## src/rtl/control_unit_pkg.sv

```systemverilog
// Mini SRC control unit: opcode map, state encoding, decode helper.
// Shared by the sequencer and the ALU.
package control_unit_pkg;

  localparam logic [4:0] OP_LD   = 5'b00000;
  localparam logic [4:0] OP_LDI  = 5'b00001;
  localparam logic [4:0] OP_ST   = 5'b00010;
  localparam logic [4:0] OP_ADD  = 5'b00011;
  localparam logic [4:0] OP_SHL  = 5'b01011;
  localparam logic [4:0] OP_ADDI = 5'b01100;
  localparam logic [4:0] OP_ORI  = 5'b01110;
  localparam logic [4:0] OP_DIV  = 5'b01111;
  localparam logic [4:0] OP_MUL  = 5'b10000;
  localparam logic [4:0] OP_NEG  = 5'b10001;
  localparam logic [4:0] OP_NOT  = 5'b10010;
  localparam logic [4:0] OP_BR   = 5'b10011;
  localparam logic [4:0] OP_JR   = 5'b10100;
  localparam logic [4:0] OP_JAL  = 5'b10101;
  localparam logic [4:0] OP_IN   = 5'b10110;
  localparam logic [4:0] OP_OUT  = 5'b10111;
  localparam logic [4:0] OP_MFHI = 5'b11000;
  localparam logic [4:0] OP_MFLO = 5'b11001;
  localparam logic [4:0] OP_NOP  = 5'b11010;
  localparam logic [4:0] OP_HALT = 5'b11011;

  typedef enum logic [5:0] {
    S_RESET, S_T0, S_T1, S_T2, S_HALT,
    S_ALU3, S_ALU4, S_ALU5,
    S_IMM3, S_IMM4, S_IMM5,
    S_MD3, S_MD4, S_MD5, S_MD6,
    S_NEG3, S_NEG4,
    S_LDI3, S_LDI4, S_LDI5,
    S_LD3, S_LD4, S_LD5, S_LD6, S_LD7,
    S_ST3, S_ST4, S_ST5, S_ST6, S_ST7,
    S_BR3, S_BR4, S_BR5, S_BR6,
    S_JR3, S_JAL3, S_JAL4,
    S_IN3, S_OUT3, S_MFHI3, S_MFLO3
  } state_t;

  // First execute state for an opcode; nop and undefined codes
  // go straight back to fetch unless Stop is raised.
  function automatic state_t decode(
    input logic [4:0] op,
    input logic       stop
  );
    state_t s;
    unique case (1'b1)
      (op >= OP_ADD && op <= OP_SHL):  s = S_ALU3;
      (op >= OP_ADDI && op <= OP_ORI): s = S_IMM3;
      (op == OP_DIV || op == OP_MUL):  s = S_MD3;
      (op == OP_NEG || op == OP_NOT):  s = S_NEG3;
      (op == OP_LD):   s = S_LD3;
      (op == OP_LDI):  s = S_LDI3;
      (op == OP_ST):   s = S_ST3;
      (op == OP_BR):   s = S_BR3;
      (op == OP_JR):   s = S_JR3;
      (op == OP_JAL):  s = S_JAL3;
      (op == OP_IN):   s = S_IN3;
      (op == OP_OUT):  s = S_OUT3;
      (op == OP_MFHI): s = S_MFHI3;
      (op == OP_MFLO): s = S_MFLO3;
      (op == OP_HALT): s = S_HALT;
      default:         s = stop ? S_HALT : S_T0;
    endcase
    return s;
  endfunction

endpackage

```

## src/rtl/control_unit.sv

```systemverilog
// Mini SRC sequencer: fetch, decode, per-class execute, halt.
// Moore outputs except br T6 PCin, gated by CON_FF.
module control_unit
  import control_unit_pkg::*;
#(
  parameter logic [4:0] ADD_OP = 5'b00011
) (
  input  logic        Clock,
  input  logic        Reset,
  input  logic        Stop,
  input  logic [31:0] IR,
  input  logic        CON_FF,
  output logic        PCout,
  output logic        Zhighout,
  output logic        Zlowout,
  output logic        MDRout,
  output logic        HIout,
  output logic        LOout,
  output logic        BAout,
  output logic        InPortout,
  output logic        Cout,
  output logic        PCin,
  output logic        Zin,
  output logic        MDRin,
  output logic        MARin,
  output logic        Yin,
  output logic        HIin,
  output logic        LOin,
  output logic        IRin,
  output logic        OutPortin,
  output logic        CONin,
  output logic        Rin,
  output logic        Rout,
  output logic        Gra,
  output logic        Grb,
  output logic        Grc,
  output logic        IncPC,
  output logic        Read,
  output logic        Write,
  output logic [4:0]  opcode,
  output logic        Run
);

  state_t state;
  state_t state_n;

  logic [4:0] ir_op;
  logic       ir_unused;

  assign ir_op     = IR[31:27];
  assign ir_unused = ^IR[26:0];

  always_ff @(posedge Clock) begin
    if (Reset) state <= S_RESET;
    else       state <= state_n;
  end

  always_comb begin
    state_n = state;
    unique case (state)
      S_RESET: state_n = S_T0;
      S_T0:    state_n = S_T1;
      S_T1:    state_n = S_T2;
      S_T2:    state_n = decode(ir_op, Stop);
      S_HALT:  state_n = S_HALT;
      S_ALU3:  state_n = S_ALU4;
      S_ALU4:  state_n = S_ALU5;
      S_IMM3:  state_n = S_IMM4;
      S_IMM4:  state_n = S_IMM5;
      S_MD3:   state_n = S_MD4;
      S_MD4:   state_n = S_MD5;
      S_MD5:   state_n = S_MD6;
      S_NEG3:  state_n = S_NEG4;
      S_LDI3:  state_n = S_LDI4;
      S_LDI4:  state_n = S_LDI5;
      S_LD3:   state_n = S_LD4;
      S_LD4:   state_n = S_LD5;
      S_LD5:   state_n = S_LD6;
      S_LD6:   state_n = S_LD7;
      S_ST3:   state_n = S_ST4;
      S_ST4:   state_n = S_ST5;
      S_ST5:   state_n = S_ST6;
      S_ST6:   state_n = S_ST7;
      S_BR3:   state_n = S_BR4;
      S_BR4:   state_n = S_BR5;
      S_BR5:   state_n = S_BR6;
      S_JAL3:  state_n = S_JAL4;
      S_ALU5, S_IMM5, S_MD6, S_NEG4,
      S_LDI5, S_LD7, S_ST7, S_BR6,
      S_JR3, S_JAL4, S_IN3, S_OUT3,
      S_MFHI3, S_MFLO3:
        state_n = Stop ? S_HALT : S_T0;
      default: state_n = S_RESET;
    endcase
  end

  always_comb begin
    {PCout, Zhighout, Zlowout, MDRout,
     HIout, LOout, BAout, InPortout,
     Cout} = '0;
    {PCin, Zin, MDRin, MARin, Yin, HIin,
     LOin, IRin, OutPortin, CONin,
     Rin, Rout} = '0;
    {Gra, Grb, Grc} = '0;
    {IncPC, Read, Write} = '0;
    unique case (state)
      S_T0: begin
        PCout = 1'b1; MARin = 1'b1;
        IncPC = 1'b1;
      end
      S_T1, S_LD6: begin
        Read = 1'b1; MDRin = 1'b1;
      end
      S_T2: begin
        MDRout = 1'b1; IRin = 1'b1;
      end
      S_ALU3, S_IMM3: begin
        Grb = 1'b1; Rout = 1'b1; Yin = 1'b1;
      end
      S_ALU4: begin
        Grc = 1'b1; Rout = 1'b1; Zin = 1'b1;
      end
      S_IMM4, S_LDI4, S_LD4, S_ST4, S_BR5: begin
        Cout = 1'b1; Zin = 1'b1;
      end
      S_ALU5, S_IMM5, S_LDI5, S_NEG4: begin
        Zlowout = 1'b1; Gra = 1'b1; Rin = 1'b1;
      end
      S_MD3: begin
        Gra = 1'b1; Rout = 1'b1; Yin = 1'b1;
      end
      S_MD4, S_NEG3: begin
        Grb = 1'b1; Rout = 1'b1; Zin = 1'b1;
      end
      S_MD5: begin
        Zlowout = 1'b1; LOin = 1'b1;
      end
      S_MD6: begin
        Zhighout = 1'b1; HIin = 1'b1;
      end
      S_LDI3, S_LD3, S_ST3: begin
        Grb = 1'b1; BAout = 1'b1; Yin = 1'b1;
      end
      S_LD5, S_ST5: begin
        Zlowout = 1'b1; MARin = 1'b1;
      end
      S_LD7: begin
        MDRout = 1'b1; Gra = 1'b1; Rin = 1'b1;
      end
      S_ST6: begin
        Gra = 1'b1; Rout = 1'b1; MDRin = 1'b1;
      end
      S_ST7: Write = 1'b1;
      S_BR3: begin
        Gra = 1'b1; Rout = 1'b1; CONin = 1'b1;
      end
      S_BR4: begin
        PCout = 1'b1; Yin = 1'b1;
      end
      S_BR6: begin
        Zlowout = 1'b1; PCin = CON_FF;
      end
      S_JR3, S_JAL4: begin
        Gra = 1'b1; Rout = 1'b1; PCin = 1'b1;
      end
      S_JAL3: begin
        PCout = 1'b1; Grb = 1'b1; Rin = 1'b1;
      end
      S_IN3: begin
        InPortout = 1'b1; Gra = 1'b1; Rin = 1'b1;
      end
      S_OUT3: begin
        Gra = 1'b1; Rout = 1'b1;
        OutPortin = 1'b1;
      end
      S_MFHI3: begin
        HIout = 1'b1; Gra = 1'b1; Rin = 1'b1;
      end
      S_MFLO3: begin
        LOout = 1'b1; Gra = 1'b1; Rin = 1'b1;
      end
      default: ;
    endcase
  end

  always_comb begin
    opcode = ir_op;
    Run    = 1'b1;
    unique case (state)
      S_RESET: begin
        opcode = 5'b00000; Run = 1'b0;
      end
      S_HALT: Run = 1'b0;
      S_LDI4, S_LD4, S_ST4, S_BR5:
        opcode = ADD_OP;
      default: ;
    endcase
  end

endmodule

```

## config.mk

```make
export PLATFORM = sky130hd
export DESIGN_NAME = control_unit
export DESIGN_NICKNAME = d
export VERILOG_FILES = /design/src/rtl/control_unit_pkg.sv /design/src/rtl/control_unit.sv
export SDC_FILE = /design/constraint.sdc
export NUM_CORES = 1
export LEC_CHECK = 0
export CAP_MARGIN = 20
export CORE_MARGIN = 2
export CORE_UTILIZATION = 30
export CTS_BUF_LIST = sky130_fd_sc_hd__clkbuf_16
export DETAILED_ROUTE_END_ITERATION = 16
export GPL_ROUTABILITY_DRIVEN = 0
export PLACE_DENSITY_LB_ADDON = 0.1
export RECOVER_POWER = 50
export SETUP_SLACK_MARGIN = 0.2
export SLEW_MARGIN = 30
export SYNTH_ARGS = -nofsm -noshare
export SYNTH_HDL_FRONTEND = slang
export SYNTH_SLANG_ARGS = --single-unit
```

## constraint.sdc

```tcl
create_clock -name Clock -period 4.77 [get_ports Clock]
set_clock_uncertainty 0.1 [all_clocks]
set_input_delay 0.954 -clock Clock [delete_from_list [all_inputs] [get_ports Clock]]
set_output_delay 0.954 -clock Clock [all_outputs]
set_load 0.05 [all_outputs]
```

==> out/metrics.csv <==
metric,value,unit
crit end category,output pin,
switching share of total power,57.0,%
Avg WL per Cell,15.6,microns
largest net degree at the start of global routing,34,
htree depth,1,
Worst Max-Slew Pin Slew,0.695,ns
layout cells sized above 1,6.44,%
Synth async-reset ratio,0,%
max FFs per register,6,
slew margin rel.,53.6,%
CP Launch Type,flip-flop,
Clk network pwr share,12.8,%
post-route insts no fill,334,
Setup CP Type,flip-flop to output pin,
Initial DRT Pass Iterations,5,
WL final,5200,microns
drt drc,0,
num rows,26,
"Slowest-stage cell, CP",clkdlybuf4s50_1,
hold_buf cts,0,
total congestion overflow,0,
Max VDD drop,0.000252,V
Initial Util,30.6,%
compound-gate portion of the synthesized area,40.9,%
post-route clock period utilization,83.1,%
CTS Buf Count,3,
FMAX,252,MHz
xor/xnor share of the synthesized area,4.00,%
worst path cell trace,"buf_4, nand3_1, nor2_1, a21oi_1, o31ai_1, a21o_1, clkdlybuf4s50_1",
Switch Pwr,587,uW
cell internal pwr,443,uW
Layout Nets,302,
syn_area_per_cell,6.39,sq um
Worst-path clk slew,0.03,ns
port bufs,41,
Final ANT Viol Nets,0,
status,"finished, final reports clean",
Synth Instances,240,
synth unique cells,57,
Post-synth top flop,dfxtp_1,
Worst EP arrival,2.91,ns
combinational family with the most area after synthesis,compound AO/OA/AOI/OAI gates,
Logic pwr share,75.5,%
mux share of post-synthesis cell area,1.96,%
GR Util All Layers,18.5,%
Post-CTS Setup Inserts,0,
Antenna Cells,0,
Core Footprint,0.00501,sq mm
count of buffer and inverter cells on the critical path,2,
"Seq/Total Area, Yosys",7.84,%
initial antenna violation count,0,
1st-iter DRT viols,267,
TritonCTS clock tree,done,
"top cells by area, synth","dfxtp_1 (7.8%), nor2_1 (5.6%), buf_2 (5.2%)",
placed insts,331,
Tmin final,3.96,ns
largest reg by FF count,state,
RSZ-0062 raised after global routing,no,
worst-path fanout max,16,
Hold Path Class,flip-flop to flip-flop,
IO Pins,69,
post-cts sizing count,0,
first-pass GRT wire length,8190,microns
max incr delay on CP,0.80,ns
adder-cell area share of the yosys netlist,0,%
HPWL after DPL,3750,microns
clock latency at the later pin of the worst-skew pair,0.22,ns
static leakage,0.713,nW
Longest Clk Path Bufs,2,
Synth-to-Final Area Change,31.9,%
vias,1855,
Die Wd,75.5,microns
family with the most delay on the worst path,buffers and inverters,
post-synthesis net count,276,
Setup-failing EPs final,0,
"Cell Area, Synth",0.00153,sq mm
vias in the first global route,1608,
final hold violation count,0,
die height,75.5,microns
Post-synth EDFFs,0,
share of the synthesized area in the top cell type,7.84,%
largest area contributor in the netlist,dfxtp_1,
maxcap violations,0,
clk sinks,6,
Pins Over Slew Limit,0,
Post-Synth Simple-Gate Area,34.7,%
Power Dens Cells,510,mW/mm^2
TNS Setup,0,ns
Syn. warnings,0,
sequential power share,11.7,%
Die ar.,0.00570,sq mm
vias per cell,5.55,
top-count cell post-synth,nor2_1,
biggest regs,state x6,
most instantiated cells after synthesis,"nor2_1 (23), buf_2 (16), nand2_1 (16)",
clock root buffer,clkbuf_16,
"Req. time, crit path",3.72,ns
Yosys reg bits,6,
power by group through the flow:
| stage | sequential (mW) | combinational [mW] | clock [mW] |
|---|---|---|---|
| 4_1_cts | 0.119 | 0.789 | 0.134 |
| 2_1_floorplan | 0.0667 | 0.625 | 0 |
| 3_3_place_gp | 0.119 | 0.790 | 0 |
| 6_report | 0.120 | 0.778 | 0.132 |
| 3_5_place_dp | 0.119 | 0.787 | 0 |
| 5_1_grt | 0.125 | 0.838 | 0.137 |
metal layers:
layer / GRT usage [%] / wire length [microns] / up-vias
li1: - / - / 939
met1: 27.7 / 2430 / 860
met2: 29.8 / 2480 / 56
met3: 1.32 / 278 / 0
met4: 2.34 / 0 / 0
met5: 0 / 0 / -
layout by cell type (no fill, tap or decap), types with 3 or more instances in the layout:
cell,n
o22ai_1,4
nor2_1,23
nand3_1,5
a211oi_1,4
dlygate4sd3_1,15
nor3_1,12
a21oi_1,15
o21ai_0,12
o211ai_1,3
and2_1,4
a2bb2oi_1,3
dfxtp_1,6
nor4_1,4
inv_1,7
or3_1,5
xnor2_1,5
buf_4,7
o21ai_1,9
nand2_1,16
clkdlybuf4s50_1,26
o221ai_1,4
a21o_1,6
nor2b_1,10
a21boi_0,3
clkbuf_16,3
mux2i_1,3
nand2b_1,11
stage by stage:
step                      cell area [sq um]  hold slack [ns]  total power, mW  setup slack [ns]  util, %
final                                  2020            0.843             1.03             0.807     40.4
after global routing                   2020            0.951             1.10             0.636     40.4
after CTS                              2020            0.845             1.04             0.838     40.4
after detailed placement               1950            0.843            0.907             0.914     38.9
after global placement                 1950            0.855            0.909             0.901     38.9
after floorplan                        1530            0.618            0.691             0.231        -
cell type report:
cell class / instances / area [sq um]
Timing Repair Buffer: 48 / 463
Fill cell: 565 / 2990
Tap cell: 70 / 87.6
Clock buffer: 3 / 75.1
Multi-Input combinational cell: 200 / 1250
Inverter: 7 / 26.3
Sequential cell: 6 / 120
worst paths after layout:
check | from | end | slack (ns) | depth (start not counted)
max | state[0] | opcode[0] | 0.81 | 7
min reg2reg | state[3] | state[0] | 0.84 | 3
max reg2reg | state[1] | state[2] | 2.40 | 5
min | state[3] | state[0] | 0.84 | 3
worst reg2reg max path, delay by kind of cell (launching register included):
family | cells | cell delay (ns)
AO/OA/AOI/OAI | 4 | 1.12
flip-flops | 1 | 0.75
AND/OR/NAND/NOR | 1 | 0.27
kinds of logic (layout without fill, tap and decap cells):
group           count (synthesis)  count (layout)
simple gates                  100             100
compound gates                 90              90
buf+inv                        34              58
xor+xnor                        7               7
flops                           6               6
mux                             3               3
(Power assumes the default switching activity.)
